==> config.mk <==
export PLATFORM = sky130hd
export DESIGN_NAME = output_display_flat
export DESIGN_NICKNAME = d
export VERILOG_FILES = /design/src/rtl/display_pkg.sv /design/src/rtl/output_display_if.sv /design/src/rtl/seg7_decode.sv /design/src/rtl/output_display.sv /design/src/flat_wrapper.sv
export SDC_FILE = /design/constraint.sdc
export NUM_CORES = 1
export LEC_CHECK = 0
export CORE_ASPECT_RATIO = 0.6
export CORE_MARGIN = 10
export CORE_UTILIZATION = 50
export DETAILED_ROUTE_END_ITERATION = 12
export GPL_ROUTABILITY_DRIVEN = 0
export PLACE_DENSITY = 0.8
export SLEW_MARGIN = 20
export SYNTH_ARGS = -nofsm -noshare
export SYNTH_HDL_FRONTEND = slang
export SYNTH_SLANG_ARGS = --single-unit
==> constraint.sdc <==
create_clock -name CLK -period 2.04 [get_ports CLK]
set_clock_uncertainty 0.1 [all_clocks]
set_input_delay 0.306 -clock CLK [delete_from_list [all_inputs] [get_ports CLK]]
set_output_delay 0.306 -clock CLK [all_outputs]
set_load 0.05 [all_outputs]
==> src/rtl/display_pkg.sv <==
// Shared constants and types for the output-register seven-segment display.
package display_pkg;

   localparam int unsigned DATA_W = 8;
   localparam int unsigned BCD_W  = 12;
   localparam int unsigned SH_W   = BCD_W + DATA_W;
   localparam int unsigned CNT_W  = 3;
   localparam int unsigned SEG_W  = 7;

   typedef logic [SEG_W-1:0] seg_t;

   // Active-low gfedcba patterns
   localparam seg_t SEG_DIGIT [0:9] = '{
      7'b1000000, 7'b1111001, 7'b0100100, 7'b0110000, 7'b0011001,
      7'b0010010, 7'b0000010, 7'b1111000, 7'b0000000, 7'b0010000
   };
   localparam seg_t SEG_BLANK = 7'b1111111;
   localparam seg_t SEG_MINUS = 7'b0111111;

   typedef enum logic [1:0] {IDLE, CONVERT, UPDATE} state_t;

   // Double-dabble correction applied to one BCD nibble before each shift
   function automatic logic [3:0] dabble_adj(input logic [3:0] d);
      return (d >= 4'd5) ? d + 4'd3 : d;
   endfunction

   // Unsigned magnitude of the displayed value; 8'h80 signed yields 128
   function automatic logic [DATA_W-1:0] magnitude(input logic [DATA_W-1:0] v, input logic s);
      return (s && v[DATA_W-1]) ? (~v + DATA_W'(1)) : v;
   endfunction

endpackage

==> src/rtl/output_display_if.sv <==
// Output-register write port from the CPU plus the four HEX digit buses.
interface output_display_if;
   import display_pkg::*;

   logic              load;
   logic [DATA_W-1:0] value;
   logic              signed_mode;
   seg_t              hex0;
   seg_t              hex1;
   seg_t              hex2;
   seg_t              hex3;
   logic              busy;

   modport master (output load, value, signed_mode,
                   input  hex0, hex1, hex2, hex3, busy);
   modport slave  (input  load, value, signed_mode,
                   output hex0, hex1, hex2, hex3, busy);
endinterface

==> src/rtl/seg7_decode.sv <==
// Combinational BCD digit to active-low seven-segment pattern.
module seg7_decode
   import display_pkg::*;
(
   input  logic [3:0] digit,
   output seg_t       seg_c
);

   always_comb begin
      seg_c = SEG_BLANK;
      if (digit <= 4'd9) seg_c = SEG_DIGIT[digit];
   end

endmodule

==> src/rtl/output_display.sv <==
// Captures output-register writes, converts to decimal one bit per cycle,
// and drives sign/hundreds/tens/ones digits with leading-zero blanking.
module output_display
   import display_pkg::*;
(
   input  logic             CLK,
   input  logic             nRST,
   output_display_if.slave  bus
);

   state_t            state;
   logic [CNT_W-1:0]  cnt;
   logic [SH_W-1:0]   sh;
   logic              neg;
   logic [DATA_W-1:0] pend_value;
   logic              pend_mode;
   logic              pend_valid;
   seg_t              hex0_q, hex1_q, hex2_q, hex3_q;
   logic              busy_q;

   logic [3:0]        hund_c, tens_c, ones_c;
   logic [BCD_W-1:0]  bcd_adj_c;
   logic [SH_W-1:0]   sh_next_c;
   logic [DATA_W-1:0] start_value_c;
   logic              start_mode_c;
   logic [SH_W-1:0]   start_sh_c;
   logic              start_neg_c;
   seg_t              seg_hund_c, seg_tens_c, seg_ones_c;

   assign hund_c = sh[SH_W-1 -: 4];
   assign tens_c = sh[SH_W-5 -: 4];
   assign ones_c = sh[SH_W-9 -: 4];

   assign bcd_adj_c = {dabble_adj(hund_c), dabble_adj(tens_c), dabble_adj(ones_c)};
   assign sh_next_c = {bcd_adj_c[BCD_W-2:0], sh[DATA_W-1:0], 1'b0};

   // In UPDATE a fresh load takes priority over the pending value
   assign start_value_c = (state == UPDATE && !bus.load) ? pend_value : bus.value;
   assign start_mode_c  = (state == UPDATE && !bus.load) ? pend_mode  : bus.signed_mode;
   assign start_sh_c    = {BCD_W'(0), magnitude(start_value_c, start_mode_c)};
   assign start_neg_c   = start_mode_c & start_value_c[DATA_W-1];

   seg7_decode u_hund (.digit(hund_c), .seg_c(seg_hund_c));
   seg7_decode u_tens (.digit(tens_c), .seg_c(seg_tens_c));
   seg7_decode u_ones (.digit(ones_c), .seg_c(seg_ones_c));

   always_ff @(posedge CLK or negedge nRST) begin
      if (!nRST) begin
         state      <= IDLE;
         cnt        <= '0;
         sh         <= '0;
         neg        <= 1'b0;
         pend_value <= '0;
         pend_mode  <= 1'b0;
         pend_valid <= 1'b0;
         hex0_q     <= SEG_DIGIT[0];
         hex1_q     <= SEG_BLANK;
         hex2_q     <= SEG_BLANK;
         hex3_q     <= SEG_BLANK;
         busy_q     <= 1'b0;
      end else begin
         case (state)
            IDLE: begin
               if (bus.load) begin
                  sh     <= start_sh_c;
                  neg    <= start_neg_c;
                  cnt    <= '0;
                  busy_q <= 1'b1;
                  state  <= CONVERT;
               end
            end
            CONVERT: begin
               sh  <= sh_next_c;
               cnt <= cnt + CNT_W'(1);
               if (cnt == CNT_W'(7)) state <= UPDATE;
               // Last write while busy wins; earlier ones are dropped
               if (bus.load) begin
                  pend_value <= bus.value;
                  pend_mode  <= bus.signed_mode;
                  pend_valid <= 1'b1;
               end
            end
            UPDATE: begin
               hex0_q     <= seg_ones_c;
               hex1_q     <= (hund_c == 4'd0 && tens_c == 4'd0) ? SEG_BLANK : seg_tens_c;
               hex2_q     <= (hund_c == 4'd0) ? SEG_BLANK : seg_hund_c;
               hex3_q     <= neg ? SEG_MINUS : SEG_BLANK;
               pend_valid <= 1'b0;
               if (bus.load || pend_valid) begin
                  sh    <= start_sh_c;
                  neg   <= start_neg_c;
                  cnt   <= '0;
                  state <= CONVERT;
               end else begin
                  busy_q <= 1'b0;
                  state  <= IDLE;
               end
            end
            default: state <= IDLE;
         endcase
      end
   end

   assign bus.hex0 = hex0_q;
   assign bus.hex1 = hex1_q;
   assign bus.hex2 = hex2_q;
   assign bus.hex3 = hex3_q;
   assign bus.busy = busy_q;

endmodule

==> src/flat_wrapper.sv <==
// flat-port wrapper written by rule: the top's interface ports become plain ports
module output_display_flat import display_pkg::*;
  (CLK, nRST, bus_load, bus_value, bus_signed_mode, bus_hex0, bus_hex1, bus_hex2, bus_hex3, bus_busy);
  output_display_if bus_i ();
  input  logic CLK;
  input  logic nRST;
  input wire logic [$bits(bus_i.load)-1:0] bus_load;
  input wire logic [$bits(bus_i.value)-1:0] bus_value;
  input wire logic [$bits(bus_i.signed_mode)-1:0] bus_signed_mode;
  output wire logic [$bits(bus_i.hex0)-1:0] bus_hex0;
  output wire logic [$bits(bus_i.hex1)-1:0] bus_hex1;
  output wire logic [$bits(bus_i.hex2)-1:0] bus_hex2;
  output wire logic [$bits(bus_i.hex3)-1:0] bus_hex3;
  output wire logic [$bits(bus_i.busy)-1:0] bus_busy;
  assign bus_i.load = bus_load;
  assign bus_i.value = bus_value;
  assign bus_i.signed_mode = bus_signed_mode;
  assign bus_hex0 = bus_i.hex0;
  assign bus_hex1 = bus_i.hex1;
  assign bus_hex2 = bus_i.hex2;
  assign bus_hex3 = bus_i.hex3;
  assign bus_busy = bus_i.busy;
  output_display u_core (.CLK(CLK), .nRST(nRST), .bus(bus_i));
endmodule
Yosys cells after proc, flatten, opt, wreduce, memory -nomap -nowiden --
Memories as Yosys holds them, arrays and structs flattened. Index checks and enable logic that the tools add are counted.
Storage, ports and cells: output and inout bits 29, word-level logic and storage cells 94, memories 3, input port bits 12, memory bits (read-only) 336, register bits after elaboration 65, bits in writable memories 0, bits in latches 0
Memories:
- (no name shown) | depth 16, bits a word 7, rd ports 1, clocked after memory_dff 0, write ports 0, line seg7_decode.sv:11 | if (digit <= 4'd9) seg_c = SEG_DIGIT[digit];
- (no name shown) | depth 16, bits a word 7, rd ports 1, clocked after memory_dff 0, write ports 0, line seg7_decode.sv:11
- (no name shown) | depth 16, bits a word 7, rd ports 1, clocked after memory_dff 0, write ports 0, line seg7_decode.sv:11
Cells by class: $mul 0, div/mod/pow operators 0, eq/ne operators 8, mux-type cells 35, bitwise gates (word level) 5, reductions and logical operators 17, shift operators 0, $add $sub $neg 5, $lt $le $gt $ge 9
Operators by type and width (count):
- $mux 7 | 12
- $pmux 20 s3 | 1
- $mux 20 | 2
- $mux 8 | 2
- $ge 5x5->1 const B | 3
- $not 4->5 | 3
- $ge 4x3->1 const B | 3
- $le 4x4->1 const B | 3
- $mux 3 | 3
- $pmux 3 s3 | 1
- $reduce_and 3->1 | 3
- $add 4x2->4 const B | 2
- $add 8x1->8 const B | 1
- $logic_not 4->1 | 2
- $mux 4 | 2
- $ne 2x2->1 const B | 4
- $not 8->8 | 1
- $mux 1 | 6
- $pmux 1 s2 | 3
- $pmux 2 s3 | 1
- $reduce_and 2->1 | 3
- $mux 2 | 2
- $reduce_bool 2->1 | 2
- $add 3x1->3 const B | 1
- other kinds (11) | 13

Longest topological paths before layout --
Gate-level depths: netlist of run 1.
depth after elaboration 8, gate-level depth with buffers 9, depth with buffers taken out 7

Hierarchy --
From an unflattened synthesis of run 1, not the netlist that was laid out.
Unflattened totals: cells, all modules 367, area, all modules 3544.6 um^2
Modules (own cells, without submodules):
- output_display | area an instance 2925.3 um^2, cells each 277, sequential area each 1496.4 um^2, times used 1
- seg7_decode | area an instance 206.4 um^2, cells each 30, sequential area each 0.0 um^2, times used 3

Least setup slack after synthesis of run 1 --
OpenSTA, ideal clock, no wires.
path type reg2reg, from reg u_core.state[0], to reg u_core.sh[6], clock period less this slack 2121 ps, data required time 1806 ps, setup slack -81 ps, library setup time 134 ps, stages on the path, launching flop included 9, buffers on the path 1, arrival 1886 ps, path through dfrtp_1 -> or3b_1 -> buf_6 -> mux2i_4 -> ha_1 -> nor4bb_1 -> o22ai_1 -> xor2_1 -> o21ai_0
Between the ends: word-level cells in the longest chain between the ends 8, elaborated cells between the ends (all ways) 17, classes of those cells add/sub: 1; eq/ne: 4; mux: 6; bitwise: 1; reduce/logical: 5
RTL lines:
- start, declared | line output_display.sv:11 | state_t state;
- start signal, assigned | line output_display.sv:49 | state <= IDLE;
- start signal, assigned | line output_display.sv:69 | state <= CONVERT;
- start signal, assigned | line output_display.sv:75 | if (cnt == CNT_W'(7)) state <= UPDATE;
- $eq 2x2->1 | line output_display.sv:38, output_display.sv:39, output_display.sv:62
- $logic_and 1x1->1 | line output_display.sv:38, output_display.sv:39
- $mux 8 | line output_display.sv:38 | assign start_value_c = (state == UPDATE && !bus.load) ? pend_value : bus.value;
- $not 8->8 | line display_pkg.sv:29 | return (s && v[DATA_W-1]) ? (~v + DATA_W'(1)) : v;
- $add 8x1->8 | line display_pkg.sv:29
- $mux 8 | line display_pkg.sv:29
- $mux 20, on equally long branches | line output_display.sv:89, output_display.sv:64
- $pmux 20 s3 | line output_display.sv:62 | case (state)
- end signal, assigned | line output_display.sv:65 | sh <= start_sh_c;
- end signal, assigned | line output_display.sv:73 | sh <= sh_next_c;
- end signal, assigned | line output_display.sv:90 | sh <= start_sh_c;
- end, declared | line output_display.sv:13 | logic [SH_W-1:0] sh;
Several ways; a longest one is shown, not always the timed one. The select of a mux whose other input is x is not followed. A chain may end at the register's enable or synchronous reset.

Worst setup path after layout of run 1 --
Same ends and word-level chain as after synthesis.

==> flow_summary_export.csv, run 1 <==
group,metric,value,unit
min_path,hold_class,"primary input to asynchronous set/reset pin",
floorplanning,die_x,124,um
worst_setup_path,crit_path_cell_trace,"or3b_4 -> mux2i_4 -> ha_4 -> nor4bb_2 -> o22ai_1 -> xor2_1 -> o21ai_1",
timing,hold_viol,0,
synthesis,synth_edf_count,0,
finish,syn2layout_area_growth,24.0,%
synthesis,ys.flop_type,"dfrtp_1",
worst_setup_path,cpPeakStageDelay,0.42,ns
power_and_ir_drop,p_per_area,1660,mW/mm^2
worst_setup_path,critPathArrivalTime,2.22,ns
route,routed_wl,8000,um
floorplanning,dieArea,0.0103,mm^2
clock_tree,cts_tree,"yes",
clock_tree,clkTransAtPathRegs,0.06,ns
worst_setup_path,critPathRequiredTime,2.17,ns
worst_setup_path,r2r_end,"u_core.sh[6]$_DFFE_PN0P_",
global_route,antenna_found_initial,0,
route,via_per_inst,5.61,
clock_tree,h-tree-depth,3,
timing,fin_ws,-0.0529,ns
route,wire_per_inst,16.5,um
worst_setup_path,cp.depth,7,
status,violations,"setup timing",
synthesis,netlist_instances,337,
floorplanning,initial_core_util,52.5,%
timing,rsz0062_at_grt,"yes",
global_route,grt_first_pass_wirelength,13600,um
worst_setup_path,critPathTopFamily,"simple AND/OR/NAND/NOR gates",
route,dr.pass1.iters,4,
synthesis,yosys_register_bits,59,
worst_setup_path,crit_fanout,6,
placed_design,io_buffers,34,
synthesis,syn_area,0.00327,mm^2
global_route,grtUsageTotal,16.1,%
synthesis,ys_seq_area_share,45.8,%
timing,setup_viol,1,
finish,fin_nets,425,
clock_tree,cts_max_path_buffers,2,
worst_setup_path,startpoint_type,"flop",
finish,fillers,506,
power_and_ir_drop,vdd_drop_max,0.000912,V
worst_setup_path,critical_path_class,"flop to flop",
status,status,"complete, but fails checks",
worst_setup_path,startpoint,"u_core.state[0]$_DFFE_PN0P_",
global_route,overflow,0,
clock_tree,cts_made_buffers,9,
worst_setup_path,r2r_cells,7,
timing,fmax,478,MHz
route,drt_iter0_markers,258,
clock_tree,clock-sinks,59,
route,vias,2713,
power_and_ir_drop,p_leak,1.82,nW
floorplanning,core-area,0.00622,mm^2
floorplanning,rows,22,
worst_setup_path,reg2reg_from,"u_core.state[0]$_DFFE_PN0P_",
worst_setup_path,cp_num_buf_inv,0,
placed_design,dpl_cell_area,0.00378,mm^2
timing,fin_crit,2.09,ns
timing,tns,-0.0529,ns
synthesis,synth_top_area_share,32.9,%
timing,finalCritPeriodShare,103,%
worst_setup_path,rrSetupSlack,-0.05,ns
clock_tree,clk_latency,0.35,ns
global_route,grt_pass1_vias,2652,
synthesis,synth.distinct_cells,52,
route,postRouteAntennaNets,0,
placed_design,dp_hpwl,5850,um
route,drc,0,
floorplanning,dieHeight,82.6,um
synthesis,ys_top_cells_by_area,"dfrtp_1, dfstp_2, ha_1, a21oi_1, nor2_1",
floorplanning,ios,41,
placed_design,place_worst_setup_slack,-0.458,ns
finish,utilization,65.1,%
clock_tree,root_buffer,"clkbuf_8",
global_route,grt_start_max_net_pins,41,
worst_setup_path,critPathCaptureType,"flop",
timing,relSlewSlack,56.5,%
worst_setup_path,cp_slowest_cell,"dfrtp_1",
finish,num_antenna_cells,0,
finish,final_area,0.00405,mm^2
synthesis,synth_area_leader_cell,"dfrtp_1",
run,drv_cap,0,
synthesis,async_flop_share,100,%
finish,layout-drive-gt1-share,24.8,%
timing,final-max-slew-violation-count,0,
synthesis,ys_warn_count,0,
synthesis,syn_avg_cell_area,9.69,um^2
timing,tightest_slew,0.649,ns
[through the flow]
step                std cells  power, mW  hold WS (ns)
finish                    484       6.73         0.348
global route              484       7.21         0.388
CTS                       483       6.71         0.355
detailed placement        464       5.62         0.186
global placement          464       5.51         0.184
floorplan                 342       4.63       -0.0896
[final cells by class]
class	instances	area, um^2	share of cell area [%]
clock inverter	1	5.00	0.124
sequential	59	1500	36.9
inverter	11	41.3	1.02
tap	84	105	2.60
multi-input combinational	249	1660	41.0
clock buffer	15	196	4.85
timing repair buffer	65	546	13.5
[synth_stat cells (3+ instances only)]
master,number
dfrtp_1,43
nor2_1,33
a21oi_1,32
nand2_1,31
o21ai_0,22
ha_1,18
dfstp_2,16
clkbuf_1,13
inv_1,11
mux2_2,9
o22a_1,9
buf_4,7
o31ai_1,7
mux2i_1,6
o22ai_1,6
a22oi_1,5
nand2b_1,5
nand3_1,5
xor2_1,5
nor3b_1,4
xnor2_1,4
a211oi_1,3
a32o_1,3
o21bai_1,3
[state kept, by name (all words and copies together) (netlist names)]
| signal | count |
|---|---|
| u_core.sh | 20 |
| u_core.pend_value | 8 |
| u_core.bus.hex0 | 7 |
| u_core.bus.hex1 | 7 |
| u_core.bus.hex2 | 7 |
| u_core.cnt | 3 |
| u_core.state | 2 |
| u_core.bus.busy | 1 |
| u_core.bus.hex3 | 1 |
| u_core.neg | 1 |
| u_core.pend_mode | 1 |
| u_core.pend_valid | 1 |
[per-layer routing]
metal	part of all wire (%)	wire length, um	up-vias	GRT usage [%]
li1	-	-	1307	-
met1	49	3950	1304	22.3
met2	41	3280	87	22.7
met3	8.2	658	15	6.23
met4	1.4	114	0	4.98
met5	0	0	-	0
[cell usage in the layout, fill, tap and decap left out, drive strengths merged, types with 5 or more instances in the layout]
cell           synthesis  final
nand2                 32     32
dfstp                 16     16
a22oi                  5      5
o21ai                 23     23
ha                    18     18
nor2                  34     34
xor2                   5      5
o22a                   9      9
conb                   1      6
clkbuf                13     15
o22ai                  6      6
dfrtp                 43     43
o31ai                  7      7
nand3                  5      5
buf                   10     47
clkdlybuf4s50          0     16
mux2i                  7      7
mux2                   9      9
a21oi                 33     33
inv                   11     11
nand2b                 5      5
[worst max-delay path by stage]
stage and endpoint:
6_report u_core.sh[6]$_DFFE_PN0P_, 5_1_grt u_core.sh[6]$_DFFE_PN0P_, 2_1_floorplan u_core.sh[6]$_DFFE_PN0P_, 3_5_place_dp u_core.sh[6]$_DFFE_PN0P_, 3_3_place_gp u_core.sh[6]$_DFFE_PN0P_, 4_1_cts u_core.sh[6]$_DFFE_PN0P_
[what timing repair did]
item / in CTS / in global routing
setup endpoints to repair: 3 / 9
setup buffers: 2 / 1
pin swaps: 4 / 5
endpoints found under the hold margin: 9 / 0
resized for setup: 3 / 5
cloned: 0 / 0
hold buffers: 1 / 0
[kinds of logic (layout without fill, tap and decap cells)]
| group | Yosys count | count (layout) | synth area share, % |
|---|---|---|---|
| AO/OA/AOI/OAI | 105 | 105 | 20.7 |
| XOR/XNOR | 9 | 9 | 2.41 |
| adder cells (fa/ha/maj) | 18 | 18 | 6.89 |
| buffers and inverters | 34 | 92 | 5.02 |
| flip-flops | 59 | 59 | 45.8 |
| multiplexers | 16 | 16 | 5.63 |
| other | 1 | 6 | 0.115 |
| AND/OR/NAND/NOR | 95 | 95 | 13.4 |
[power breakdown]
| part | internal (mW) | switching (mW) |
|---|---|---|
| Combinational | 1.32 | 2.07 |
| Sequential | 1.79 | 0.499 |
| Clock | 0.606 | 0.451 |
| Total | 3.71 | 3.02 |
Power figures use the tool's default switching activity.
==> run 2: changes to the inputs <==
Settings changed: CORE_ASPECT_RATIO 0.6 to 0.8.
==> run 2 against run 1 <==
  * The run still ends with setup timing left
  * Register-to-register slack hardly changed
  * Non-clock buffer count is 5 lower
  * Combinational power is 2% lower
  * Cell area is 0.71% lower
  * Final cell count is 1.0% lower
  * Core utilization is 2.0 points lower
  * Power is 0.12% higher
  * Setup slack better by 0.0069 ns
  * Routed wire length is 8.6% lower
==> flow_summary_export.csv, run 2 (synthesis results as in run 1) <==
group,metric,value,unit
power_and_ir_drop,p_leak,1.79,nW
timing,finalCritPeriodShare,102,%
timing,rsz0062_at_grt,"yes",
clock_tree,cts_max_path_buffers,2,
power_and_ir_drop,vdd_drop_max,0.000590,V
worst_setup_path,startpoint,"u_core.state[0]$_DFFE_PN0P_",
timing,relSlewSlack,59.7,%
route,dr.pass1.iters,6,
finish,final_cell_mix,"dfrtp_1, buf_4, a21oi_1, nor2_1, nand2_1",
finish,regMostFlops,"u_core.sh",
worst_setup_path,reg2reg_from,"u_core.state[0]$_DFFE_PN0P_",
global_route,grtUsageTotal,14.8,%
min_path,hold_class,"flop to flop",
route,routed_wl,7320,um
route,route.met2.wl,3400,um
status,violations,"setup timing",
floorplanning,ios,41,
finish,largest_reg_flops,20,
worst_setup_path,rrSetupSlack,-0.05,ns
timing,fmax,479,MHz
finish,final_cells,479,
global_route,antenna_found_initial,0,
finish,layout-drive-gt1-share,23.3,%
clock_tree,h-tree-depth,3,
global_route,grt_first_pass_wirelength,12200,um
timing,hold_viol,0,
floorplanning,initial_core_util,51.2,%
worst_setup_path,critPathArrivalTime,2.21,ns
timing,final-max-slew-violation-count,0,
clock_tree,root_buffer,"clkbuf_8",
clock_tree,cts_made_buffers,9,
power_and_ir_drop,swShare,43.8,%
worst_setup_path,r2r_end,"u_core.sh[6]$_DFFE_PN0P_",
worst_setup_path,critical_path_class,"flop to flop",
worst_setup_path,crit_path_end,"u_core.sh[6]$_DFFE_PN0P_",
floorplanning,rows,26,
power_and_ir_drop,p_seq_share,33.8,%
power_and_ir_drop,clkPwrFrac,16.9,%
placed_design,dp_hpwl,5290,um
clock_tree,cts_tree,"yes",
finish,syn2layout_area_growth,23.1,%
worst_setup_path,critPathRequiredTime,2.16,ns
route,drc,0,
route,wire_per_inst,15.3,um
finish,area.sequential,0.00150,mm^2
floorplanning,core-area,0.00638,mm^2
route,drt-met1-wl,3240,um
floorplanning,dieHeight,92.3,um
finish,num_antenna_cells,0,
finish,fin_nets,420,
timing,setup_viol,2,
timing,fin_ws,-0.0460,ns
route,via_per_inst,5.59,
status,status,"complete, but fails checks",
global_route,grt_pass1_vias,2616,
route,drt_iter0_markers,194,
worst_setup_path,critPathCaptureType,"flop",
power_and_ir_drop,switchingPower,2.95,mW
run,drv_cap,0,
route,dr.max_layer_used,"met4",
route,vias,2676,
placed_design,place_inst,460,
clock_tree,clk_latency,0.34,ns
worst_setup_path,r2r_cells,7,
route,postRouteAntennaNets,0,
power_and_ir_drop,intPower,3.79,mW
min_path,min_from,"u_core.neg$_DFFE_PN0P_",
global_route,grt_start_max_net_pins,38,
timing,holdWs,0.336,ns
power_and_ir_drop,p_per_area,1680,mW/mm^2
floorplanning,die_x,110,um
route,dr_wl_met3,571,um
placed_design,io_buffers,34,
power_and_ir_drop,share_comb_of_total_power,49.3,%
floorplanning,dieArea,0.0102,mm^2
worst_setup_path,startpoint_type,"flop",
finish,mostFrequentLayoutCell,"dfrtp_1",
worst_setup_path,crit_fanout,6,
timing,fin_crit,2.09,ns
global_route,overflow,0,
finish,multi_input_area,0.00165,mm^2
timing,tightest_slew,0.603,ns
finish,fillers,546,
clock_tree,clkTransAtPathRegs,0.07,ns
clock_tree,clock-sinks,59,
finish,top_regs,"u_core.sh (20), u_core.pend_value (8)",
## run 2: cell count changes in the layout (fill, tap and decap cells not counted), sizes merged
cell,previous run,this run
buf,47,42
clkinv,1,0
bufinv,0,1
## run 2: final cells by class
cell class,instances,share of cell area [%]
inverter,11,1.03
clock buffer,15,4.64
sequential,59,37.2
multi-input combinational,249,41.1
timing repair buffer,60,12.6
tap,84,2.61
clock inverter,1,0.747
## run 2: power groups by stage
| stage | registers, mW | logic (mW) | clock network (mW) |
|---|---|---|---|
| after floorplan | 2.84 | 1.79 | 0 |
| after global placement | 2.25 | 3.23 | 0 |
| after detailed placement | 2.28 | 3.30 | 0 |
| after CTS | 2.27 | 3.33 | 1.16 |
| after global routing | 2.35 | 3.66 | 1.21 |
| final | 2.28 | 3.32 | 1.14 |
## run 2: worst min-delay path by stage
stage                                                end  slack (ns)  depth (start not counted)
after floorplan              u_core.bus.busy$_DFFE_PN0P_       -0.09                          0
after global placement       u_core.bus.busy$_DFFE_PN0P_        0.22                          1
after detailed placement     u_core.bus.busy$_DFFE_PN0P_        0.23                          1
after CTS                 u_core.bus.hex3[6]$_DFFE_PN1N_        0.34                          1
after global routing      u_core.bus.hex3[6]$_DFFE_PN1N_        0.37                          1
final                     u_core.bus.hex3[6]$_DFFE_PN1N_        0.34                          1
## run 2: critical path, cell delays in order, from the launching register on
cell and delay (ns):
dfrtp_1 0.43, or3b_4 0.42, mux2i_4 0.21, ha_4 0.20
nor4bb_2 0.17, o22ai_1 0.20, xor2_1 0.17, o21ai_1 0.07
## run 2: routing by layer
metal / vias up / global-route usage (%)
li1: 1301 / -
met1: 1279 / 18.7
met2: 82 / 23.1
met3: 14 / 5.06
met4: 0 / 4.81
met5: - / 0
## run 2: timing repair
item,CTS,global route
endpoints found under the setup margin,3,5
cloned,0,0
hold buffers,1,0
pin swaps,2,3
buffers inserted,2,0
gates resized for setup,4,2
hold endpoints to repair,9,0
## run 2: stage by stage
stage                     area [um^2]  util [%]  total power [mW]  TNS (ns)  setup WS [ns]
after CTS                        4020      63.0              6.76   -0.0131        -0.0131
after global placement           3750      58.8              5.48     -1.42         -0.363
after floorplan                  3290         -              4.63   -0.0504        -0.0302
after detailed placement         3750      58.8              5.58     -2.00         -0.430
after global routing             4020      63.1              7.23    -0.193         -0.129
final                            4020      63.1              6.74   -0.0660        -0.0460
